$ cat src/rtl/parking_pkg.sv
// Shared types and constants for the parking occupancy block: occupancy width,
// default lot size, gate FSM states and the per-cycle occupancy decision.
package parking_pkg;

    localparam int OCC_W             = 4;
    localparam int DEFAULT_MAX_SLOTS = 15;

    typedef enum logic [1:0] {
        IDLE     = 2'd0,
        OPEN_IN  = 2'd1,
        OPEN_OUT = 2'd2
    } gate_state_e;

    typedef enum logic [1:0] {
        OCC_HOLD   = 2'd0,
        OCC_INC    = 2'd1,
        OCC_DEC    = 2'd2,
        OCC_REJECT = 2'd3
    } occ_action_e;

    // Simultaneous enter and exit cancel out, so only a lone event can be
    // refused; INC/DEC are only issued when they cannot leave 0..MAX.
    function automatic occ_action_e occ_action(
        input logic enter_evt,
        input logic exit_evt,
        input logic at_max,
        input logic at_zero
    );
        occ_action_e act;
        act = OCC_HOLD;
        if (enter_evt && !exit_evt) begin
            act = at_max ? OCC_REJECT : OCC_INC;
        end else if (exit_evt && !enter_evt) begin
            act = at_zero ? OCC_REJECT : OCC_DEC;
        end
        return act;
    endfunction

endpackage

$ cat src/rtl/parking_occupancy_fsm_if.sv
// Sensor inputs and occupancy/gate outputs of the parking occupancy block.
// The master side drives the sensors; the slave side is the block itself.
interface parking_occupancy_fsm_if;
    import parking_pkg::*;

    logic             enter_sensor;
    logic             exit_sensor;
    logic [OCC_W-1:0] fsm_state;
    logic             full;
    logic             empty;
    logic             gate_open;
    logic             gate_dir;
    logic             reject;

    modport master (
        output enter_sensor, exit_sensor,
        input  fsm_state, full, empty, gate_open, gate_dir, reject
    );

    modport slave (
        input  enter_sensor, exit_sensor,
        output fsm_state, full, empty, gate_open, gate_dir, reject
    );

endinterface

$ cat src/rtl/sensor_edge_detect.sv
// Rising-edge detector for one car sensor, with an optional debounce filter
// enabled by the SENSOR_DEBOUNCE_EN macro.
module sensor_edge_detect
`ifdef SENSOR_DEBOUNCE_EN
#(
    parameter int DEBOUNCE_CYCLES = 4
)
`endif
(
    input  logic clk,
    input  logic reset,
    input  logic raw,
    output logic rise
);

    logic armed;
    logic prev;
    logic level;

`ifdef SENSOR_DEBOUNCE_EN
    localparam int CW = (DEBOUNCE_CYCLES > 1) ? $clog2(DEBOUNCE_CYCLES) : 1;

    logic          filt;
    logic [CW-1:0] diff_cnt;

    // diff_cnt counts consecutive raw samples that disagree with the filtered level.
    always_ff @(posedge clk) begin
        if (reset) begin
            filt     <= 1'b0;
            diff_cnt <= '0;
        end else if (!armed) begin
            filt     <= raw;
            diff_cnt <= '0;
        end else if (raw == filt) begin
            diff_cnt <= '0;
        end else if (diff_cnt == CW'(DEBOUNCE_CYCLES - 1)) begin
            filt     <= raw;
            diff_cnt <= '0;
        end else begin
            diff_cnt <= diff_cnt + 1'b1;
        end
    end

    assign level = filt;
`else
    assign level = raw;
`endif

    // The first cycle after reset only captures the current level, so a sensor
    // held high through reset must fall and rise again before it counts.
    // NOTE: state registers use non-blocking assignments so every flop samples
    // the pre-edge values regardless of statement order.
    always_ff @(posedge clk) begin
        if (reset) begin
            armed <= 1'b0;
            prev  <= 1'b0;
        end else begin
            armed <= 1'b1;
            prev  <= armed ? level : raw;
        end
    end

    assign rise = armed && level && !prev;

endmodule

$ cat src/rtl/parking_occupancy_fsm.sv
// Parking lot occupancy counter (0..MAX_SLOTS) with a direction-aware gate FSM.
// Define SENSOR_DEBOUNCE_EN to debounce both sensors before edge detection.
module parking_occupancy_fsm
    import parking_pkg::*;
#(
    parameter int MAX_SLOTS   = DEFAULT_MAX_SLOTS,
    parameter int GATE_CYCLES = 8
`ifdef SENSOR_DEBOUNCE_EN
    ,
    parameter int DEBOUNCE_CYCLES = 4
`endif
) (
    input  logic                   clk,
    input  logic                   reset,
    parking_occupancy_fsm_if.slave bus
);

    localparam int               TW         = (GATE_CYCLES > 1) ? $clog2(GATE_CYCLES) : 1;
    localparam logic [TW-1:0]    TIMER_LOAD = TW'(GATE_CYCLES - 1);
    localparam logic [OCC_W-1:0] MAX_COUNT  = OCC_W'(MAX_SLOTS);

    logic enter_evt;
    logic exit_evt;

`ifdef SENSOR_DEBOUNCE_EN
    sensor_edge_detect #(.DEBOUNCE_CYCLES(DEBOUNCE_CYCLES)) u_enter_edge (
        .clk   (clk),
        .reset (reset),
        .raw   (bus.enter_sensor),
        .rise  (enter_evt)
    );

    sensor_edge_detect #(.DEBOUNCE_CYCLES(DEBOUNCE_CYCLES)) u_exit_edge (
        .clk   (clk),
        .reset (reset),
        .raw   (bus.exit_sensor),
        .rise  (exit_evt)
    );
`else
    sensor_edge_detect u_enter_edge (
        .clk   (clk),
        .reset (reset),
        .raw   (bus.enter_sensor),
        .rise  (enter_evt)
    );

    sensor_edge_detect u_exit_edge (
        .clk   (clk),
        .reset (reset),
        .raw   (bus.exit_sensor),
        .rise  (exit_evt)
    );
`endif

    logic [OCC_W-1:0] count_q, count_d;
    logic             full_q;
    logic             empty_q;
    logic             reject_q, reject_d;
    gate_state_e      gate_q, gate_d;
    logic [TW-1:0]    timer_q, timer_d;

    occ_action_e action;
    logic        accept_in;
    logic        accept_out;

    assign action = occ_action(enter_evt, exit_evt, full_q, empty_q);

    // A simultaneous enter/exit is accepted as an entry for gate purposes.
    assign accept_in  = enter_evt && (action != OCC_REJECT);
    assign accept_out = exit_evt && !enter_evt && (action != OCC_REJECT);

    always_comb begin
        // NOTE: every signal written here gets a default first, so no path
        // leaves one unassigned and no latch can be inferred.
        count_d  = count_q;
        reject_d = 1'b0;
        gate_d   = gate_q;
        timer_d  = timer_q;

        case (action)
            OCC_INC:    count_d  = count_q + 1'b1;
            OCC_DEC:    count_d  = count_q - 1'b1;
            OCC_REJECT: reject_d = 1'b1;
            default:    ;
        endcase

        if (accept_in) begin
            gate_d  = OPEN_IN;
            timer_d = TIMER_LOAD;
        end else if (accept_out) begin
            gate_d  = OPEN_OUT;
            timer_d = TIMER_LOAD;
        end else if (gate_q != IDLE) begin
            if (timer_q == '0) begin
                gate_d = IDLE;
            end else begin
                timer_d = timer_q - 1'b1;
            end
        end
    end

    // full/empty are derived from the next count so they never lag fsm_state.
    always_ff @(posedge clk) begin
        if (reset) begin
            count_q  <= '0;
            full_q   <= 1'b0;
            empty_q  <= 1'b1;
            reject_q <= 1'b0;
            gate_q   <= IDLE;
            timer_q  <= '0;
        end else begin
            count_q  <= count_d;
            full_q   <= (count_d == MAX_COUNT);
            empty_q  <= (count_d == '0);
            reject_q <= reject_d;
            gate_q   <= gate_d;
            timer_q  <= timer_d;
        end
    end

    assign bus.fsm_state = count_q;
    assign bus.full      = full_q;
    assign bus.empty     = empty_q;
    assign bus.reject    = reject_q;
    assign bus.gate_open = (gate_q != IDLE);
    assign bus.gate_dir  = (gate_q == OPEN_IN);

endmodule

$ cat src/flat_wrapper.sv
// flat-port wrapper written by rule: the top's interface ports become plain ports
module parking_occupancy_fsm_flat import parking_pkg::*;
#(
    parameter int MAX_SLOTS   = DEFAULT_MAX_SLOTS,
    parameter int GATE_CYCLES = 8

)
  (clk, reset, bus_enter_sensor, bus_exit_sensor, bus_fsm_state, bus_full, bus_empty, bus_gate_open, bus_gate_dir, bus_reject);
  parking_occupancy_fsm_if bus_i ();
  input  logic clk;
  input  logic reset;
  input wire logic [$bits(bus_i.enter_sensor)-1:0] bus_enter_sensor;
  input wire logic [$bits(bus_i.exit_sensor)-1:0] bus_exit_sensor;
  output wire logic [$bits(bus_i.fsm_state)-1:0] bus_fsm_state;
  output wire logic [$bits(bus_i.full)-1:0] bus_full;
  output wire logic [$bits(bus_i.empty)-1:0] bus_empty;
  output wire logic [$bits(bus_i.gate_open)-1:0] bus_gate_open;
  output wire logic [$bits(bus_i.gate_dir)-1:0] bus_gate_dir;
  output wire logic [$bits(bus_i.reject)-1:0] bus_reject;
  assign bus_i.enter_sensor = bus_enter_sensor;
  assign bus_i.exit_sensor = bus_exit_sensor;
  assign bus_fsm_state = bus_i.fsm_state;
  assign bus_full = bus_i.full;
  assign bus_empty = bus_i.empty;
  assign bus_gate_open = bus_i.gate_open;
  assign bus_gate_dir = bus_i.gate_dir;
  assign bus_reject = bus_i.reject;
  parking_occupancy_fsm #(.MAX_SLOTS(MAX_SLOTS), .GATE_CYCLES(GATE_CYCLES)) u_core (.clk(clk), .reset(reset), .bus(bus_i));
endmodule
$ cat config.mk
export PLATFORM = sky130hd
export DESIGN_NAME = parking_occupancy_fsm_flat
export DESIGN_NICKNAME = d
export VERILOG_FILES = /design/src/rtl/parking_pkg.sv /design/src/rtl/parking_occupancy_fsm_if.sv /design/src/rtl/sensor_edge_detect.sv /design/src/rtl/parking_occupancy_fsm.sv /design/src/flat_wrapper.sv
export SDC_FILE = /design/constraint.sdc
export NUM_CORES = 1
export LEC_CHECK = 0
export ABC_AREA = 0
export CAP_MARGIN = 20
export CORE_UTILIZATION = 49
export CTS_BUF_LIST = sky130_fd_sc_hd__clkbuf_2
export DETAILED_ROUTE_END_ITERATION = 12
export PLACE_DENSITY_LB_ADDON = 0.05
export SKIP_CTS_REPAIR_TIMING = 1
export SYNTH_ARGS = -nofsm -noshare
export SYNTH_HDL_FRONTEND = slang
export SYNTH_SLANG_ARGS = --single-unit
$ cat constraint.sdc
create_clock -name clk -period 2.25 [get_ports clk]
set_input_delay 0.3375 -clock clk [delete_from_list [all_inputs] [get_ports clk]]
set_output_delay 0.3375 -clock clk [all_outputs]
set_load 0.02 [all_outputs]
==> run metrics <==
status=completed; Crit path largest cell delay=0.35 ns; first-pass GRT wire length=2730 um; R2R depth=9; crit path time final=2.24 ns; CP Class=reg -> reg; asr flop ratio synth=0%; final antenna-violating net count=0; final wirelength=1520 um; clk root buf=clkbuf_2; clk sinks=15; Worst Path Arrival=2.45 ns; Post-synth EDFFs=0; post-detailed-route DRC marker count=0; num ports=13; die area=1840 sq um; hold slack=0.290 ns; MaxCap Viol Count=0; std cell rows=14; routed len/inst=11.8 um; largest cells by area after synthesis=dfxtp_1 37%, ha_1 9.2%, nor2b_1 6.9%, a21oi_1 5.5%, nor2_1 4.6%; CTS tree=yes; ant diodes=0; fin cells=129; CP max stage cell=dfxtp_2; Hold WC Path Type=in -> reg; CTS buffer count=3; reg2reg end=u_core.bus.full; die width=42.9 um; vias in the first global route=641; Yosys top cell by area=dfxtp_1; worst skew pair latency=0.29 ns; Syn Inst Count=90; R2R setup slack=0.009 ns; placed cells=123; syn_area_per_cell=9.09 sq um; syn nets=100; DIE HEIGHT=42.9 um; PwrDens=584 nW/um^2; Worst-Margin Slew=0.606 ns; Post-Syn Area=818 sq um; H-tree levels=1; Buf/Inv on CP=0; top cell type's share of synthesized area=36.7%; r2r startpoint=u_core.u_exit_edge.prev; Most used DFF post-synth=dfxtp_1; Final Skew=0.00443 ns; Yosys warnings=0; CP startpoint=u_core.u_exit_edge.prev; CP required=2.46 ns; initial antenna violation count=0; leakage=0.493 nW; Clock Pin Slew Worst Setup and Hold Paths=0.14 ns; Max Freq=446 MHz; fin crit share=99.6%; hold violation count in the final report=0; GRT Total Usage=20.5%; share of cells above drive strength 1=29.2%; Final GP Congestion=0.744; fin nets=124; Stages on worst setup path=9; worst vdd ir=0.422 mV; synthesis-to-finish area growth=34.4%; Slew Limit Headroom=59.5%; critical-path maximum fanout=3; post-synthesis sequential area ratio=36.7%; initial core utilization=53.1%; 1st-pass router iterations=4; core area=1540 sq um; RSZ-0062 raised after global routing=true; #FFs+latches synth=15; crit end category=flip-flop; Via-to-Cell Ratio=5.16; crit path launch type=flip-flop; final setup TNS=0 ns; post-route cell area=1100 sq um; count of cell types in the netlist=30; worst path cell trace=nor2b_4 > and2_4 > a21o_1 > nand2_2 > ha_1 > and4b_1 > a22oi_2 > a21o_2 > a2111oi_4; Max Buffers Root-to-Sink=2; CP delay by family, top=compound AO/OA/AOI/OAI gates; fin. max-slew vios=0; Vias=666; initial DRC count=15; CP endpoint=u_core.bus.full; grt ovf=0; input/output buffers=12; # setup viols final=0; DP HPWL=1100 um; largest net degree at the start of global routing=15; DP Area=1010 sq um
state kept, by name (all words and copies together), names as in the netlist:
| register | flops |
|---|---|
| u_core.bus.fsm_state | 4 |
| u_core.gate_q | 2 |
| u_core.bus.empty | 1 |
| u_core.timer_q | 3 |
| u_core.u_enter_edge.prev | 1 |
| u_core.bus.reject | 1 |
| u_core.bus.full | 1 |
| u_core.u_enter_edge.armed | 1 |
| u_core.u_exit_edge.prev | 1 |
final cells by class:
type	instances	area (sq um)
timing repair buffer	22	200
inverter	5	18.8
sequential	15	303
fill	127	442
tap	16	20.0
clock buffer	4	20.0
multi-input combinational	67	538
worst register-to-register path, stage by stage, from the launching register on:
cell and delay (ns):
dfxtp_2 0.35, nor2b_4 0.13, and2_4 0.17, a21o_1 0.14, nand2_2 0.08, ha_1 0.34, and4b_1 0.28, a22oi_2 0.10
a21o_2 0.24, a2111oi_4 0.32
worst min-delay path by stage:
stage	cells past startpoint	endpoint	slack, ns	from
CTS	2	u_core.gate_q[0]	0.53	u_core.gate_q[0]
finish	2	u_core.u_exit_edge.prev	0.29	bus_exit_sensor
global route	2	u_core.u_exit_edge.prev	0.29	bus_exit_sensor
global placement	2	u_core.gate_q[0]	0.50	u_core.gate_q[0]
floorplan	1	u_core.bus.full	0.40	reset
detailed placement	2	u_core.gate_q[0]	0.51	u_core.gate_q[0]
cell usage in the layout, fill, tap and decap left out, types with 2 or more instances in the layout:
cell type and count:
a21oi_1 7, buf_4 10, clkbuf_2 4, clkdlybuf4s50_1 10
dfxtp_1 13, dfxtp_2 2, dlymetal6s2s_1 2, ha_1 4
inv_1 5, mux2i_1 2, nand2_1 3, nor2_1 9
nor2b_1 7, nor2b_4 2, o21ai_0 4, xor2_1 3
stage by stage:
stage / utilization, % / power [mW] / worst slack [ns]
floorplan: - / 0.435 / 0.0157
global placement: 65.4 / 0.497 / -0.490
detailed placement: 65.4 / 0.502 / -0.545
CTS: 66.7 / 0.637 / -0.222
global route: 71.3 / 0.685 / -0.0964
finish: 71.3 / 0.642 / 0.00911
report_power, final:
group          internal (mW)  switching, mW  total [mW]  leakage, nW
clock network         0.0471         0.0867       0.134       0.0166
logic                  0.104         0.0937       0.198        0.353
registers              0.288         0.0225       0.310        0.124
kinds of logic after synthesis:
group           after synthesis  share of synthesized area, %
mux                           2                          2.45
flops                        15                          36.7
fa+ha+maj                     6                          9.17
compound gates               20                          17.9
xor+xnor                      4                          4.28
simple gates                 35                          24.0
buf+inv                       8                          5.50
cells in the mapped netlist (all sizes together) (2+ instances only):
master	instances
dfxtp	15
nor2	10
a21oi	9
nor2b	9
ha	6
inv	5
nand2	4
o21ai	4
xor2	3
a21o	2
and2	2
buf	2
mux2i	2
nand3	2
metal layers:
layer  vias to the layer above  global-route usage [%]  wire (um)
met1                       298                    25.3        725
li1                        351                       -          -
met3                         4                    6.38         74
met4                         0                    13.1         38
met2                        13                    30.3        684
met5                         -                       0          0
Power figures use the tool's default switching activity.
